File: src/rtl/seg_hc595_scan.sv
// Multiplexed seven-segment scanner for 74HC595-chained display boards.
// Shifts one 16-bit {segments, digit-select} word per digit, latches it, then holds it on display.
module seg_hc595_scan #(
    parameter int DIGITS         = 4,
    parameter int CLK_DIV        = 4,
    parameter int SCAN_HOLD      = 2000,
    parameter bit SEG_ACTIVE_LOW = 1'b1,
    parameter bit DIG_ACTIVE_LOW = 1'b0
) (
    input  logic                  sys_clk,
    input  logic                  sys_rst_n,
    input  logic [4*DIGITS-1:0]   data,
    input  logic [DIGITS-1:0]     dp,
    input  logic [DIGITS-1:0]     blank,
    input  logic                  lz_blank,
    input  logic [3:0]            brightness,
    output logic                  clk,
    output logic                  dat,
    output logic                  str,
    output logic                  frame_done
);

    localparam int CNT_MAX = (CLK_DIV > SCAN_HOLD) ? CLK_DIV : SCAN_HOLD;
    localparam int CW      = $clog2(CNT_MAX + 1);
    localparam int IW      = (DIGITS > 1) ? $clog2(DIGITS) : 1;

    localparam logic [CW-1:0] DIV_LAST  = CW'(CLK_DIV - 1);
    localparam logic [CW-1:0] HOLD_LAST = CW'(SCAN_HOLD - 1);
    localparam logic [IW-1:0] IDX_LAST  = IW'(DIGITS - 1);

    typedef enum logic [1:0] {
        LOAD,
        SHIFT,
        LATCH,
        HOLD
    } state_t;

    state_t state;
    state_t next_state;

    logic [CW-1:0]       cnt;
    logic [3:0]          bit_cnt;
    logic                phase;
    logic [IW-1:0]       idx;
    logic [3:0]          frame_cnt;
    logic [15:0]         shreg;
    logic                dat_reg;

    logic [4*DIGITS-1:0] snap_data;
    logic [DIGITS-1:0]   snap_dp;
    logic [DIGITS-1:0]   snap_blank;
    logic                snap_lz;
    logic [3:0]          snap_bright;

    logic [4*DIGITS-1:0] cur_data;
    logic [DIGITS-1:0]   cur_dp;
    logic [DIGITS-1:0]   cur_blank;
    logic                cur_lz;
    logic [3:0]          cur_bright;

    logic                cnt_done;
    logic                last_bit;
    logic [3:0]          nib;
    logic                upper_zero;
    logic                lit;
    logic                dark;
    logic [7:0]          seg;
    logic [7:0]          sel;
    logic [15:0]         word;

    function automatic logic [6:0] hex7(input logic [3:0] v);
        case (v)
            4'h0:    hex7 = 7'h3F;
            4'h1:    hex7 = 7'h06;
            4'h2:    hex7 = 7'h5B;
            4'h3:    hex7 = 7'h4F;
            4'h4:    hex7 = 7'h66;
            4'h5:    hex7 = 7'h6D;
            4'h6:    hex7 = 7'h7D;
            4'h7:    hex7 = 7'h07;
            4'h8:    hex7 = 7'h7F;
            4'h9:    hex7 = 7'h6F;
            4'hA:    hex7 = 7'h77;
            4'hB:    hex7 = 7'h7C;
            4'hC:    hex7 = 7'h39;
            4'hD:    hex7 = 7'h5E;
            4'hE:    hex7 = 7'h79;
            default: hex7 = 7'h71;
        endcase
    endfunction

    // Digit 0 reads the live inputs in the same cycle they are snapshotted, so the whole frame is consistent.
    assign cur_data   = (idx == '0) ? data       : snap_data;
    assign cur_dp     = (idx == '0) ? dp         : snap_dp;
    assign cur_blank  = (idx == '0) ? blank      : snap_blank;
    assign cur_lz     = (idx == '0) ? lz_blank   : snap_lz;
    assign cur_bright = (idx == '0) ? brightness : snap_bright;

    assign cnt_done = (state == HOLD) ? (cnt == HOLD_LAST) : (cnt == DIV_LAST);
    assign last_bit = (bit_cnt == 4'd15);

    always_comb begin
        nib        = 4'h0;
        upper_zero = 1'b1;
        for (int j = 0; j < DIGITS; j++) begin
            if (j == int'(idx)) nib = cur_data[4*j +: 4];
            if (j >= int'(idx) && cur_data[4*j +: 4] != 4'h0) upper_zero = 1'b0;
        end
    end

    always_comb begin
        lit  = (cur_bright == 4'hF) || (frame_cnt < cur_bright);
        dark = cur_blank[idx] || (cur_lz && (idx != '0) && upper_zero) || !lit;
        seg  = dark ? 8'h00 : {cur_dp[idx], hex7(nib)};
        sel  = 8'd1 << idx;
        if (SEG_ACTIVE_LOW) seg = ~seg;
        if (DIG_ACTIVE_LOW) sel = ~sel;
        word = {seg, sel};
    end

    always_ff @(posedge sys_clk or negedge sys_rst_n) begin
        if (!sys_rst_n) state <= LOAD;
        else            state <= next_state;
    end

    always_comb begin
        next_state = state;
        case (state)
            LOAD:  next_state = SHIFT;
            SHIFT: if (cnt_done && phase && last_bit) next_state = LATCH;
            LATCH: if (cnt_done) next_state = HOLD;
            HOLD:  if (cnt_done) next_state = LOAD;
            default: next_state = LOAD;
        endcase
    end

    always_comb begin
        clk        = (state == SHIFT) && phase;
        str        = (state == LATCH);
        dat        = dat_reg;
        frame_done = (state == HOLD) && cnt_done && (idx == IDX_LAST);
    end

    always_ff @(posedge sys_clk or negedge sys_rst_n) begin
        if (!sys_rst_n) begin
            cnt         <= '0;
            bit_cnt     <= 4'd0;
            phase       <= 1'b0;
            idx         <= '0;
            frame_cnt   <= 4'd0;
            shreg       <= 16'h0000;
            dat_reg     <= 1'b0;
            snap_data   <= '0;
            snap_dp     <= '0;
            snap_blank  <= '0;
            snap_lz     <= 1'b0;
            snap_bright <= 4'd0;
        end else begin
            cnt <= (state == LOAD || cnt_done) ? '0 : cnt + CW'(1);
            case (state)
                LOAD: begin
                    shreg   <= word;
                    dat_reg <= word[15];
                    bit_cnt <= 4'd0;
                    phase   <= 1'b0;
                    if (idx == '0) begin
                        snap_data   <= data;
                        snap_dp     <= dp;
                        snap_blank  <= blank;
                        snap_lz     <= lz_blank;
                        snap_bright <= brightness;
                    end
                end
                SHIFT: begin
                    if (cnt_done) begin
                        phase <= ~phase;
                        // Next bit is presented as the low phase begins.
                        if (phase && !last_bit) begin
                            shreg   <= {shreg[14:0], 1'b0};
                            dat_reg <= shreg[14];
                            bit_cnt <= bit_cnt + 4'd1;
                        end
                    end
                end
                HOLD: begin
                    if (cnt_done) begin
                        if (idx == IDX_LAST) begin
                            idx       <= '0;
                            frame_cnt <= frame_cnt + 4'd1;
                        end else begin
                            idx <= idx + IW'(1);
                        end
                    end
                end
                default: ;
            endcase
        end
    end

endmodule

File: config.mk
export PLATFORM = sky130hd
export DESIGN_NAME = seg_hc595_scan
export DESIGN_NICKNAME = d
export VERILOG_FILES = /design/src/rtl/seg_hc595_scan.sv
export SDC_FILE = /design/constraint.sdc
export NUM_CORES = 1
export LEC_CHECK = 0
export BUFFER_PORTS_ARGS = -buffer_cell sky130_fd_sc_hd__clkbuf_2
export CORE_MARGIN = 8
export CORE_UTILIZATION = 55
export DETAILED_ROUTE_END_ITERATION = 6
export PLACE_DENSITY = 0.75
export SLEW_MARGIN = 20
export SYNTH_ARGS = -nofsm -noshare
export SYNTH_HDL_FRONTEND = slang
export SYNTH_SLANG_ARGS = --single-unit
export TNS_END_PERCENT = 30
File: constraint.sdc
create_clock -name sys_clk -period 4.3 [get_ports sys_clk]
set_clock_uncertainty 0.15 [all_clocks]
set_input_delay 0.86 -clock sys_clk [delete_from_list [all_inputs] [get_ports sys_clk]]
set_output_delay 0.86 -clock sys_clk [all_outputs]
set_load 0.02 [all_outputs]
==> metrics.md, run 1 <==
| Metric | Value |
|---|---|
| FF+latch count, synth | `65` |
| DP Worst Slack | `0.812 ns` |
| Highest clock rate | `281 MHz` |
| Synth Cell Area | `3760 sq um` |
| Critical Path RT | `4.38 ns` |
| Die Y | `98.7 um` |
| Final Hold Violating Endpoints | `0` |
| Period utilization | `0.828` |
| Count of flip-flops with a built-in enable after synthesis | `0` |
| Max Buffers Root-to-Sink | `2` |
| Clock tree sinks | `65` |
| Max-cap violations | `0` |
| Starting DRC count in detailed routing | `89` |
| Slew HR | `0.467` |
| Final HPWL DP | `5.26 mm` |
| Setup TNS | `0 ns` |
| Vias/cell | `5.85` |
| Setup bufs post-CTS | `0` |
| Seq/Total Area, Yosys | `0.433` |
| Initial DRT Pass Iterations | `4` |
| Worst-path fanout max | `17` |
| Yosys warns | `0` |
| Max FFs per register | `15` |
| Initial Util | `0.559` |
| Post-CTS Resized | `0` |
| TritonCTS clock tree | `built` |
| Critical path class | `reg2reg` |
| Die Area | `9730 sq um` |
| ANT cells | `0` |
| First-pass GRT wire length | `12.6 mm` |
| Pleak | `2.00 nW` |
| Grt ovf | `0` |
| Ys async rst share | `1.00` |
| CTS clk-pin slew, worst paths | `0.07 ns` |
| Die width | `98.7 um` |
| Gr usage total | `0.160` |
| Placed insts | `446` |
| Root buf cell | `clkbuf_8` |
| RSZ-0062 raised after global routing | `false` |
| H-tree Lvls | `3` |
| Share of cells above drive strength 1 | `0.264` |
| Crit path launch type | `flip-flop` |
| Placed instance area | `3950 sq um` |
| Drt wl/cell | `15.9 um` |
| Mapped Nets | `398` |
| Tmin final | `3.56 ns` |
| Port bufs | `34` |
| Fillers | `553` |
| Hold buffer count at CTS | `0` |
| Skew-Pair Late Insertion Delay | `0.34 ns` |
| Final Non-Filler Cells | `462` |
| Area growth syn-to-layout | `10.1%` |
| Via count | `2701` |
| Status | `completed` |
| Worst hold-check path type | `reg2reg` |
| Initial antenna violation count | `0` |
| IO Pins | `35` |
| Finished Cell Area | `4140 sq um` |
| Cell variety after synth | `52` |
| Total routed wirelength | `7.32 mm` |
| Util after Layout | `0.616` |
| Largest net degree at the start of global routing | `66` |
| Core Rows | `30` |
| Largest registers in the final layout | `shreg: 15 flops, snap_data: 12 flops, cnt: 11 flops` |
| Setup ws final | `0.738 ns` |
| Max VDD drop | `0.178 mV` |
| Remaining antenna violation count | `0` |
| Critical path capture point type | `flip-flop` |
| CTS Buf Count | `9` |
| Top reg by flops | `shreg` |
| Count of final setup violators | `0` |
| Area of the core | `6720 sq um` |
| Pwr/cell area | `285 nW/um^2` |
| Gpl congestion | `0.903` |
| Post-Synthesis Cells | `346` |
| Worst slew pin tran | `0.797 ns` |
| Critical Path AT | `3.64 ns` |
| Synth Flop Type | `dfrtp_1` |
| Slew Limit Fails | `0` |
| Mean Syn Cell Area | `10.9 sq um` |
| Number of global-route vias before repair | `2681` |
| Nets | `429` |
| Remaining DRCs | `0` |
-- path summary, 6_finish.rpt --
check	startpoint	end	slack (ns)	cells after the start
setup / recovery	idx[0]	shreg[14]	0.74	10
hold / removal	shreg[13]	shreg[13]	0.33	2
setup reg to reg	idx[0]	shreg[14]	0.74	10
hold reg to reg	shreg[13]	shreg[13]	0.33	2
max in group asynchronous	sys_rst_n	shreg[4]	2.94	2
min in group asynchronous	sys_rst_n	snap_data[15]	0.55	2
-- critical path: stages (launching register included) --
cell	delay, ns
dfrtp_1	0.51
inv_1	0.13
ha_1	0.61
buf_4	0.38
mux2i_1	0.23
a221o_1	0.30
inv_1	0.10
ha_1	0.24
mux2_1	0.31
a221o_1	0.30
a22o_1	0.19
-- cells by family (layout without fill, tap and decap cells) --
logic type	Yosys count	after routing	share of synthesized area
AOI/OAI and AO/OA	54	54	0.105
xor gates and xnor gates	17	17	0.0396
adders and majority gates	21	21	0.0699
buffers and inverters	30	66	0.0389
DFF	65	65	0.433
muxes	57	57	0.178
and+or+nand+nor	102	102	0.136
-- Yosys cell counts (all sizes together), types with 2 or more instances --
cell | number | area share
nor2b | 6 | 0.010
inv | 13 | 0.013
dfrtp | 65 | 0.43
mux4 | 4 | 0.025
mux2 | 35 | 0.10
a22o | 2 | 0.0047
nand3b | 2 | 0.0040
nor3 | 2 | 0.0027
buf | 12 | 0.021
a221o | 5 | 0.013
and3 | 6 | 0.010
a221oi | 6 | 0.016
a211oi | 3 | 0.0073
o22ai | 2 | 0.0033
nor4 | 2 | 0.0033
or4 | 4 | 0.0080
clkbuf | 5 | 0.0053
nor2 | 24 | 0.024
mux2i | 18 | 0.048
o31ai | 3 | 0.0060
nand2b | 3 | 0.0050
xor2 | 10 | 0.023
and2b | 2 | 0.0047
a21oi | 11 | 0.015
ha | 21 | 0.070
or2 | 2 | 0.0033
o21ai | 16 | 0.021
and2 | 3 | 0.0050
nand3 | 7 | 0.0093
nand4 | 4 | 0.0067
nand2 | 31 | 0.032
xnor2 | 7 | 0.016
-- where the power goes --
part / internal (mW) / switching [mW] / leakage [nW]
Sequential: 0.625 / 0.00884 / 0.824
Clock: 0.213 / 0.250 / 0.0898
Combinational: 0.0395 / 0.0431 / 1.08
-- layout make-up --
cell class,count,area (sq um),area share
clock buffers,9,124,0.0299
inverters,13,48.8,0.0118
flip-flops and latches,65,1630,0.393
well taps,80,100,0.0242
multi-input cells,251,1990,0.481
repair buffers,37,193,0.0466
clock inverters,7,56.3,0.0136
-- routing by layer --
metal | share of wire | vias up | track usage
li1 | - | 1304 | -
met1 | 0.46 | 1323 | 0.201
met2 | 0.48 | 63 | 0.254
met3 | 0.038 | 11 | 0.0402
met4 | 0.014 | 0 | 0.0661
met5 | 0 | - | 0
-- layout by cell type, fill, tap and decap left out, drive strengths merged, types with 4 or more instances in the layout --
master  count
clkbuf     43
nand2      31
ha         21
and3        6
o21ai      16
a21oi      11
nand3       7
clkinv      5
a221oi      6
dfrtp      65
xor2       10
nor2b       6
mux4        4
nor2       24
or4         4
nand4       4
mux2       35
inv        14
xnor2       7
a221o       5
mux2i      18
-- through the flow --
stage	hold WS [ns]	power (mW)
finish	0.328	1.18
floorplan	0.291	0.687
CTS	0.335	1.20
global route	0.355	1.23
detailed placement	0.321	0.728
global placement	0.310	0.726
Power figures use the tool's default switching activity.
==> run 2, diff against run 1 <==
--- a/config.mk
+++ b/config.mk
@@ -5,11 +5,12 @@
 export SDC_FILE = /design/constraint.sdc
 export NUM_CORES = 1
 export LEC_CHECK = 0
+export ABC_AREA = 1
 export BUFFER_PORTS_ARGS = -buffer_cell sky130_fd_sc_hd__clkbuf_2
 export CORE_MARGIN = 8
-export CORE_UTILIZATION = 55
+export CORE_UTILIZATION = 54
 export DETAILED_ROUTE_END_ITERATION = 6
-export PLACE_DENSITY = 0.75
+export PLACE_DENSITY = 0.76
 export SLEW_MARGIN = 20
 export SYNTH_ARGS = -nofsm -noshare
 export SYNTH_HDL_FRONTEND = slang
==> constraint.sdc (replaced) <==
create_clock -name sys_clk -period 3.1 [get_ports sys_clk]
set_clock_uncertainty 0.15 [all_clocks]
set_input_delay 0.62 -clock sys_clk [delete_from_list [all_inputs] [get_ports sys_clk]]
set_output_delay 0.62 -clock sys_clk [all_outputs]
set_load 0.02 [all_outputs]
==> run 2 against run 1 <==
  * Sequential cell count unchanged
  * Synthesized cell count up 59%
  * Combinational power up 61%
  * Register-to-register slack got worse by 0.33 ns
  * Hold slack got worse by 0.20 ns
  * Setup slack got worse by 0.44 ns
  * Count of clock-buffer cells in the layout rose by 4
  * Clock power up 61%
  * Die area rose by 7.5%
  * First-iteration DRC count grew 150%
  * Total power grew 49%
  * Critical endpoint is now frame_done
  * Largest power group unchanged
  * Highest routed layer unchanged
==> metrics.md, run 2 <==
| Metric | Value |
|---|---|
| Period utilization | `0.904` |
| H-tree Lvls | `3 (unchanged)` |
| Mapped Nets | `601 (+51%)` |
| Gate power share | `0.076 (+0.006)` |
| Top reg by flops | `shreg` |
| Critical Path AT | `2.03 ns (-1.61 ns)` |
| Cell count along the critical path | `9 (-1)` |
| Mean Syn Cell Area | `7.33 sq um (-33%)` |
| Worst slew pin tran | `0.771 ns (-0.0258 ns)` |
| Synth Flop Type | `dfrtp_1` |
| FF+latch count, synth | `65 (unchanged)` |
| Area growth syn-to-layout | `10.8%` |
| Initial DRT Pass Iterations | `4 (unchanged)` |
| Area of the core | `7250 sq um (+8.0%)` |
| Pwr/cell area | `394 nW/um^2 (+38%)` |
| Synth top area share | `0.404 (-0.0284)` |
| Via count | `3476 (+29%)` |
| Post-Synthesis Cells | `549 (+59%)` |
| RSZ-0062 raised after global routing | `false` |
| Clock tree sinks | `65 (unchanged)` |
| Register share of total power | `0.499 (-0.038)` |
| Slew Limit Fails | `0 (unchanged)` |
| Remaining DRCs | `0 (unchanged)` |
| Tot Pwr | `1.76 mW (+49%)` |
| Count of final setup violators | `0 (unchanged)` |
| Critical path class | `reg2out` |
| Nets | `635 (+48%)` |
| Slew HR | `0.485 (+0.0179)` |
| Fillers | `651 (+18%)` |
| Pleak | `2.39 nW (+20%)` |
| CTS Buf Count | `9 (unchanged)` |
| Crit path launch type | `flip-flop` |
| Synth Cell Area | `4020 sq um (+7.0%)` |
| ANT cells | `0 (unchanged)` |
| Top cell family by delay on the critical path | `simple AND/OR/NAND/NOR gates` |
| IO Pins | `35 (unchanged)` |
| Max VDD drop | `0.301 mV (+69%)` |
| R2R setup slack | `0.41 ns (-0.33 ns)` |
| Highest clock rate | `357 MHz` |
| Post-CTS Resized | `0 (unchanged)` |
| Ys async rst share | `1.00 (unchanged)` |
| Tmin final | `2.80 ns` |
| Crit path to | `frame_done` |
| Synth cell count leaders | `nand2_1 (186), dfrtp_1 (65), nor2_1 (54)` |
| Max-cap violations | `0 (unchanged)` |
| Seq/Total Area, Yosys | `0.404 (-0.0284)` |
| Status | `completed` |
| Share of cells above drive strength 1 | `0.131 (-0.133)` |
| R2r startpoint | `idx[1]` |
| Setup TNS | `0 ns (unchanged)` |
| Final Hold Violating Endpoints | `0 (unchanged)` |
| Critical Path RT | `2.33 ns (-2.05 ns)` |
| Max Buffers Root-to-Sink | `2 (unchanged)` |
| CP startpoint | `state[0]` |
| Total routed wirelength | `8.84 mm (+21%)` |
| Top cells by area, synth | `dfrtp_1 (40%), nand2_1 (17%), ha_1 (6.5%)` |
| CP Buf/Inv Count | `2 (-1)` |
| Count of flip-flops with a built-in enable after synthesis | `0 (unchanged)` |
| Switch share | `0.243 (-0.0135)` |
| Worst-path fanout max | `7 (-10)` |
| Starting DRC count in detailed routing | `220 (+150%)` |
| Count leader, synth | `nand2_1` |
| Skew-Pair Late Insertion Delay | `0.35 ns (about the same)` |
| Internal power | `1.33 mW (+52%)` |
| Die width | `102 um (+3.7%)` |
| Sw Pwr | `0.426 mW (+41%)` |
| WHS | `0.128 ns (-0.200 ns)` |
| RR Endpoint | `shreg[11]` |
| Initial antenna violation count | `0 (unchanged)` |
| Root buf cell | `clkbuf_8` |
| Vias/cell | `5.07 (-13%)` |
| Die Area | `10500 sq um (+7.5%)` |
| Remaining antenna violation count | `0 (unchanged)` |
| Worst hold-check path type | `in2async` |
| First-pass GRT wire length | `15.2 mm (+21%)` |
| FF-to-FF path depth | `15 (+5)` |
| Power share of the clock group | `0.425 (+0.032)` |
| Die Y | `102 um (+3.7%)` |
| TritonCTS clock tree | `built` |
| Number of global-route vias before repair | `3387 (+26%)` |
| Core Rows | `31 (+3.3%)` |
| Max FFs per register | `15 (unchanged)` |
| Drt wl/cell | `12.9 um (-19%)` |
| DP Worst Slack | `0.454 ns (-0.358 ns)` |
| CTS clk-pin slew, worst paths | `0.07 ns (about the same)` |
| Cell breakdown of the critical path | `ha_1, nor2_1, nand2_1, o21ai_2, nand2_4, nor2_4, nand2_2, inv_2, clkbuf_2` |
| Port bufs | `34 (unchanged)` |
| Setup bufs post-CTS | `0 (unchanged)` |
| Critical-path top delay cell | `dfrtp_1` |
| Largest net degree at the start of global routing | `44 (-33%)` |
| Dominant cell type by area after synthesis | `dfrtp_1` |
| Gr usage total | `0.182 (+0.0224)` |
| Slowest stage delay, CP | `0.42 ns (-0.19 ns)` |
| Grt ovf | `0 (unchanged)` |
| Largest registers in the final layout | `shreg: 15 flops, snap_data: 12 flops, cnt: 11 flops` |
| Gpl congestion | `0.931 (+3.1%)` |
| Cell variety after synth | `36 (-31%)` |
| Commonest non-fill, non-tap cell in the layout | `nand2_1` |
| Yosys warns | `0 (unchanged)` |
| Critical path capture point type | `primary output` |
| Final HPWL DP | `6.41 mm (+22%)` |
| Initial Util | `0.555 (-0.00481)` |
| Setup ws final | `0.296 ns (-0.441 ns)` |
| Hold buffer count at CTS | `0 (unchanged)` |
| Most frequent cells in the layout | `nand2_1 (186), dfrtp_1 (65), nor2_1 (54)` |
-- run 2: cell types whose count changed after synthesis, sizes merged, moves of 8 or more --
| cell | previous run | this run |
|---|---|---|
| nand2 | 31 | 194 |
| mux2 | 35 | 5 |
| mux2i | 18 | 0 |
| nor2 | 24 | 56 |
| o21ai | 16 | 39 |
| a21oi | 11 | 19 |
| inv | 13 | 54 |
| nand3 | 7 | 48 |
-- run 2: cells by family after synthesis --
family | Yosys count | share of synthesized area
buffers and inverters | 72 | 0.0802
AOI/OAI and AO/OA | 64 | 0.0852
muxes | 5 | 0.0140
and+or+nand+nor | 313 | 0.331
xor gates and xnor gates | 9 | 0.0196
DFF | 65 | 0.404
adders and majority gates | 21 | 0.0653
-- run 2: stage by stage --
stage               utilization  cells  cell area [sq um]
floorplan                     -    549               4020
global placement          0.588    671               4260
detailed placement        0.588    671               4260
CTS                       0.615    686               4460
global route              0.615    686               4460
finish                    0.615    686               4460
-- run 2: per-layer routing --
metal | track usage | part of all wire | wire, um
met2 | 0.305 | 0.48 | 4220
met5 | 0 | 0 | 0
met1 | 0.229 | 0.47 | 4180
met3 | 0.0361 | 0.040 | 352
met4 | 0.0587 | 0.0098 | 87
-- run 2: area by class of cell --
cell class	count	area, sq um	share of cell area
multi-input cells	412	2070	0.465
flip-flops and latches	65	1630	0.365
repair buffers	41	235	0.0528
inverters	54	203	0.0455
clock buffers	13	159	0.0356
well taps	99	124	0.0278
clock inverters	2	37.5	0.00842
-- run 2: power by group through the flow --
stage / combinational [mW] / clock (mW) / sequential [mW]
finish: 0.133 / 0.747 / 0.877
global route: 0.153 / 0.803 / 0.878
CTS: 0.134 / 0.760 / 0.876
detailed placement: 0.133 / 0 / 0.893
global placement: 0.131 / 0 / 0.893
floorplan: 0.0737 / 0 / 0.891
-- run 2: worst min path at each step --
stage	to	from	slack [ns]
4_1_cts	snap_blank[2]	sys_rst_n	0.15
5_1_grt	snap_data[11]	sys_rst_n	0.18
3_3_place_gp	cnt[0]	cnt[0]	0.30
2_1_floorplan	bit_cnt[0]	sys_rst_n	0.17
3_5_place_dp	shreg[4]	shreg[4]	0.31
6_report	snap_data[12]	sys_rst_n	0.13
-- run 2: worst register-to-register path, stage by stage, from the launching register on --
cell	delay [ns]
dfrtp_1	0.44
inv_1	0.18
ha_1	0.23
buf_4	0.23
or2_0	0.17
o21a_1	0.15
nand2_1	0.05
nand2_1	0.14
inv_1	0.11
ha_1	0.32
nand2_1	0.07
nand2_1	0.05
nand2_1	0.06
nand2_1	0.05
o21ai_1	0.12
nand2_1	0.06
==> run 3, diff against run 2 <==
--- a/config.mk
+++ b/config.mk
@@ -7,7 +7,8 @@
 export LEC_CHECK = 0
 export ABC_AREA = 1
 export BUFFER_PORTS_ARGS = -buffer_cell sky130_fd_sc_hd__clkbuf_2
-export CORE_MARGIN = 8
+export CORE_ASPECT_RATIO = 0.7
+export CORE_MARGIN = 4
 export CORE_UTILIZATION = 54
 export DETAILED_ROUTE_END_ITERATION = 6
 export PLACE_DENSITY = 0.76
==> run 3 against run 2 <==
  * Register-to-register slack got worse by 0.04 ns
  * Hold slack improved by 0.15 ns
  * Critical path type unchanged
  * Non-clock buffer count increased by 1
  * Sequential share of layout area shrank 0.20 points
==> metrics.md, run 3 (synthesis results as in run 2) <==
| Metric | Value |
|---|---|
| Starting DRC count in detailed routing | `204 (-7.3%)` |
| Critical path class | `reg2out` |
| Critical Path AT | `2.07 ns (+0.04 ns)` |
| Critical Path RT | `2.33 ns (about the same)` |
| Drt wl/cell | `13.0 um (+1.2%)` |
| Count of final setup violators | `0 (unchanged)` |
| Slew HR | `0.442 (-0.0424)` |
| Placed instance area | `4260 sq um (-0.15%)` |
| Commonest non-fill, non-tap cell in the layout | `nand2_1` |
| Slew Limit Fails | `0 (unchanged)` |
| Largest net degree at the start of global routing | `66 (+50%)` |
| Switch share | `0.235 (-0.00734)` |
| Pwr/cell area | `411 nW/um^2 (+4.4%)` |
| Power share of the clock group | `0.453 (+0.028)` |
| Skew-Pair Late Insertion Delay | `0.35 ns (about the same)` |
| Tmin final | `2.84 ns (+0.0327 ns)` |
| Nets | `636 (+0.16%)` |
| Worst-path fanout max | `7 (unchanged)` |
| Remaining antenna violation count | `0 (unchanged)` |
| Setup TNS | `0 ns (unchanged)` |
| Gr usage total | `0.214 (+0.0325)` |
| Root buf cell | `clkbuf_8` |
| Via count | `3577 (+2.9%)` |
| Register share of total power | `0.476 (-0.023)` |
| Remaining DRCs | `0 (unchanged)` |
| Most frequent cells in the layout | `nand2_1 (186), dfrtp_1 (64), nor2_1 (54)` |
| R2R setup slack | `0.37 ns (-0.04 ns)` |
| RSZ-0062 raised after global routing | `false` |
| Internal power | `1.41 mW (+6.0%)` |
| Initial DRT Pass Iterations | `5 (+1)` |
| Die Area | `8920 sq um (-15%)` |
| Max VDD drop | `0.202 mV (-33%)` |
| CTS clk-pin slew, worst paths | `0.07 ns (about the same)` |
| Grt ovf | `0 (unchanged)` |
| Highest clock rate | `353 MHz (-1.2%)` |
| Share of cells above drive strength 1 | `0.139 (+0.00804)` |
| Sw Pwr | `0.434 mW (+1.8%)` |
| Util after Layout | `0.618 (+0.00369)` |
| ANT cells | `0 (unchanged)` |
| Top reg by flops | `shreg` |
| Area of the core | `7250 sq um (about the same)` |
| Die width | `111 um (+8.7%)` |
| Initial antenna violation count | `0 (unchanged)` |
| Max FFs per register | `15 (unchanged)` |
| Final HPWL DP | `6.54 mm (+2.0%)` |
| Vias/cell | `5.21 (+2.8%)` |
| Status | `completed` |
| Period utilization | `0.915 (+0.0106)` |
| Area growth syn-to-layout | `11.5%` |
| Finished Cell Area | `4490 sq um (+0.62%)` |
| Number of global-route vias before repair | `3347 (-1.2%)` |
| Die Y | `80.2 um (-22%)` |
| TritonCTS clock tree | `built` |
| Gpl congestion | `0.986 (+5.8%)` |
| CTS Buf Count | `9 (unchanged)` |
| Initial Util | `0.555 (about the same)` |
| Worst slew pin tran | `0.837 ns (+0.0655 ns)` |
| Max Buffers Root-to-Sink | `2 (unchanged)` |
| Crit path launch type | `flip-flop` |
| Pleak | `2.41 nW (+0.72%)` |
| Max-cap violations | `0 (unchanged)` |
| First-pass GRT wire length | `15.5 mm (+1.5%)` |
| Clock tree sinks | `65 (unchanged)` |
| IO Pins | `35 (unchanged)` |
| Critical path capture point type | `primary output` |
| H-tree Lvls | `3 (unchanged)` |
| Total routed wirelength | `8.96 mm (+1.3%)` |
| Largest registers in the final layout | `shreg: 15 flops, snap_data: 12 flops, cnt: 11 flops` |
| Gate power share | `0.072 (-0.004)` |
| Port bufs | `34 (unchanged)` |
| Worst hold-check path type | `in2async` |
| Core Rows | `26 (-16%)` |
| Final Hold Violating Endpoints | `0 (unchanged)` |
==> run 3: per-stage QoR <==
| step | power (mW) | setup WS (ns) | hold slack, ns | std cells |
|---|---|---|---|---|
| 2_1_floorplan | 0.965 | 0.631 | 0.174 | 549 |
| 3_3_place_gp | 1.02 | 0.429 | 0.296 | 671 |
| 3_5_place_dp | 1.03 | 0.335 | 0.300 | 671 |
| 4_1_cts | 1.86 | 0.251 | 0.311 | 687 |
| 5_1_grt | 1.92 | 0.0630 | 0.341 | 687 |
| 6_report | 1.84 | 0.264 | 0.281 | 687 |
==> run 3: worst paths after layout <==
| path | startpoint | endpoint | cells past startpoint |
|---|---|---|---|
| max reg2reg | idx[0] | shreg[8] | 17 |
| min reg2reg | cnt[0] | cnt[0] | 1 |
| max | state[0] | frame_done | 9 |
| max in group asynchronous | sys_rst_n | idx[0] | 2 |
| min | sys_rst_n | snap_bright[2] | 2 |
| min in group sys_clk | cnt[0] | cnt[0] | 1 |
==> run 3: final cells by class <==
class / count / area [sq um]
multi-input combinational: 412 / 2070
inverter: 54 / 203
clock buffer: 11 / 151
timing repair buffer: 42 / 230
clock inverter: 5 / 77.6
sequential: 65 / 1630
fill: 629 / 2770
tap: 98 / 123
==> run 3: metal layers <==
metal / global-route usage / wire (um) / part of all wire
met3: 0.0550 / 507 / 0.057
met5: 0 / 0 / 0
met1: 0.311 / 4480 / 0.50
met2: 0.319 / 3870 / 0.43
met4: 0.0595 / 95 / 0.011
==> run 3: worst max-delay path, stage by stage (launching register included) <==
cell,delay [ns]
dfrtp_1,0.42
ha_1,0.27
nor2_1,0.10
nand2_1,0.07
o21ai_2,0.18
nand2_4,0.12
nor2_4,0.18
nand2_2,0.13
inv_2,0.09
clkbuf_2,0.16
==> run 3: what timing repair did <==
item,in CTS,in global routing
setup endpoints to repair,0,1
setup buffers,0,0
resized for setup,0,1
hold endpoints to repair,0,0
hold buffers,0,0
==> run 3: power by group through the flow <==
| stage | Clock [mW] | Combinational, mW | Sequential, mW |
|---|---|---|---|
| after floorplan | 0 | 0.0737 | 0.891 |
| after detailed placement | 0 | 0.132 | 0.893 |
| after global placement | 0 | 0.130 | 0.893 |
| final | 0.834 | 0.132 | 0.878 |
| after CTS | 0.845 | 0.133 | 0.877 |
| after global routing | 0.884 | 0.153 | 0.879 |
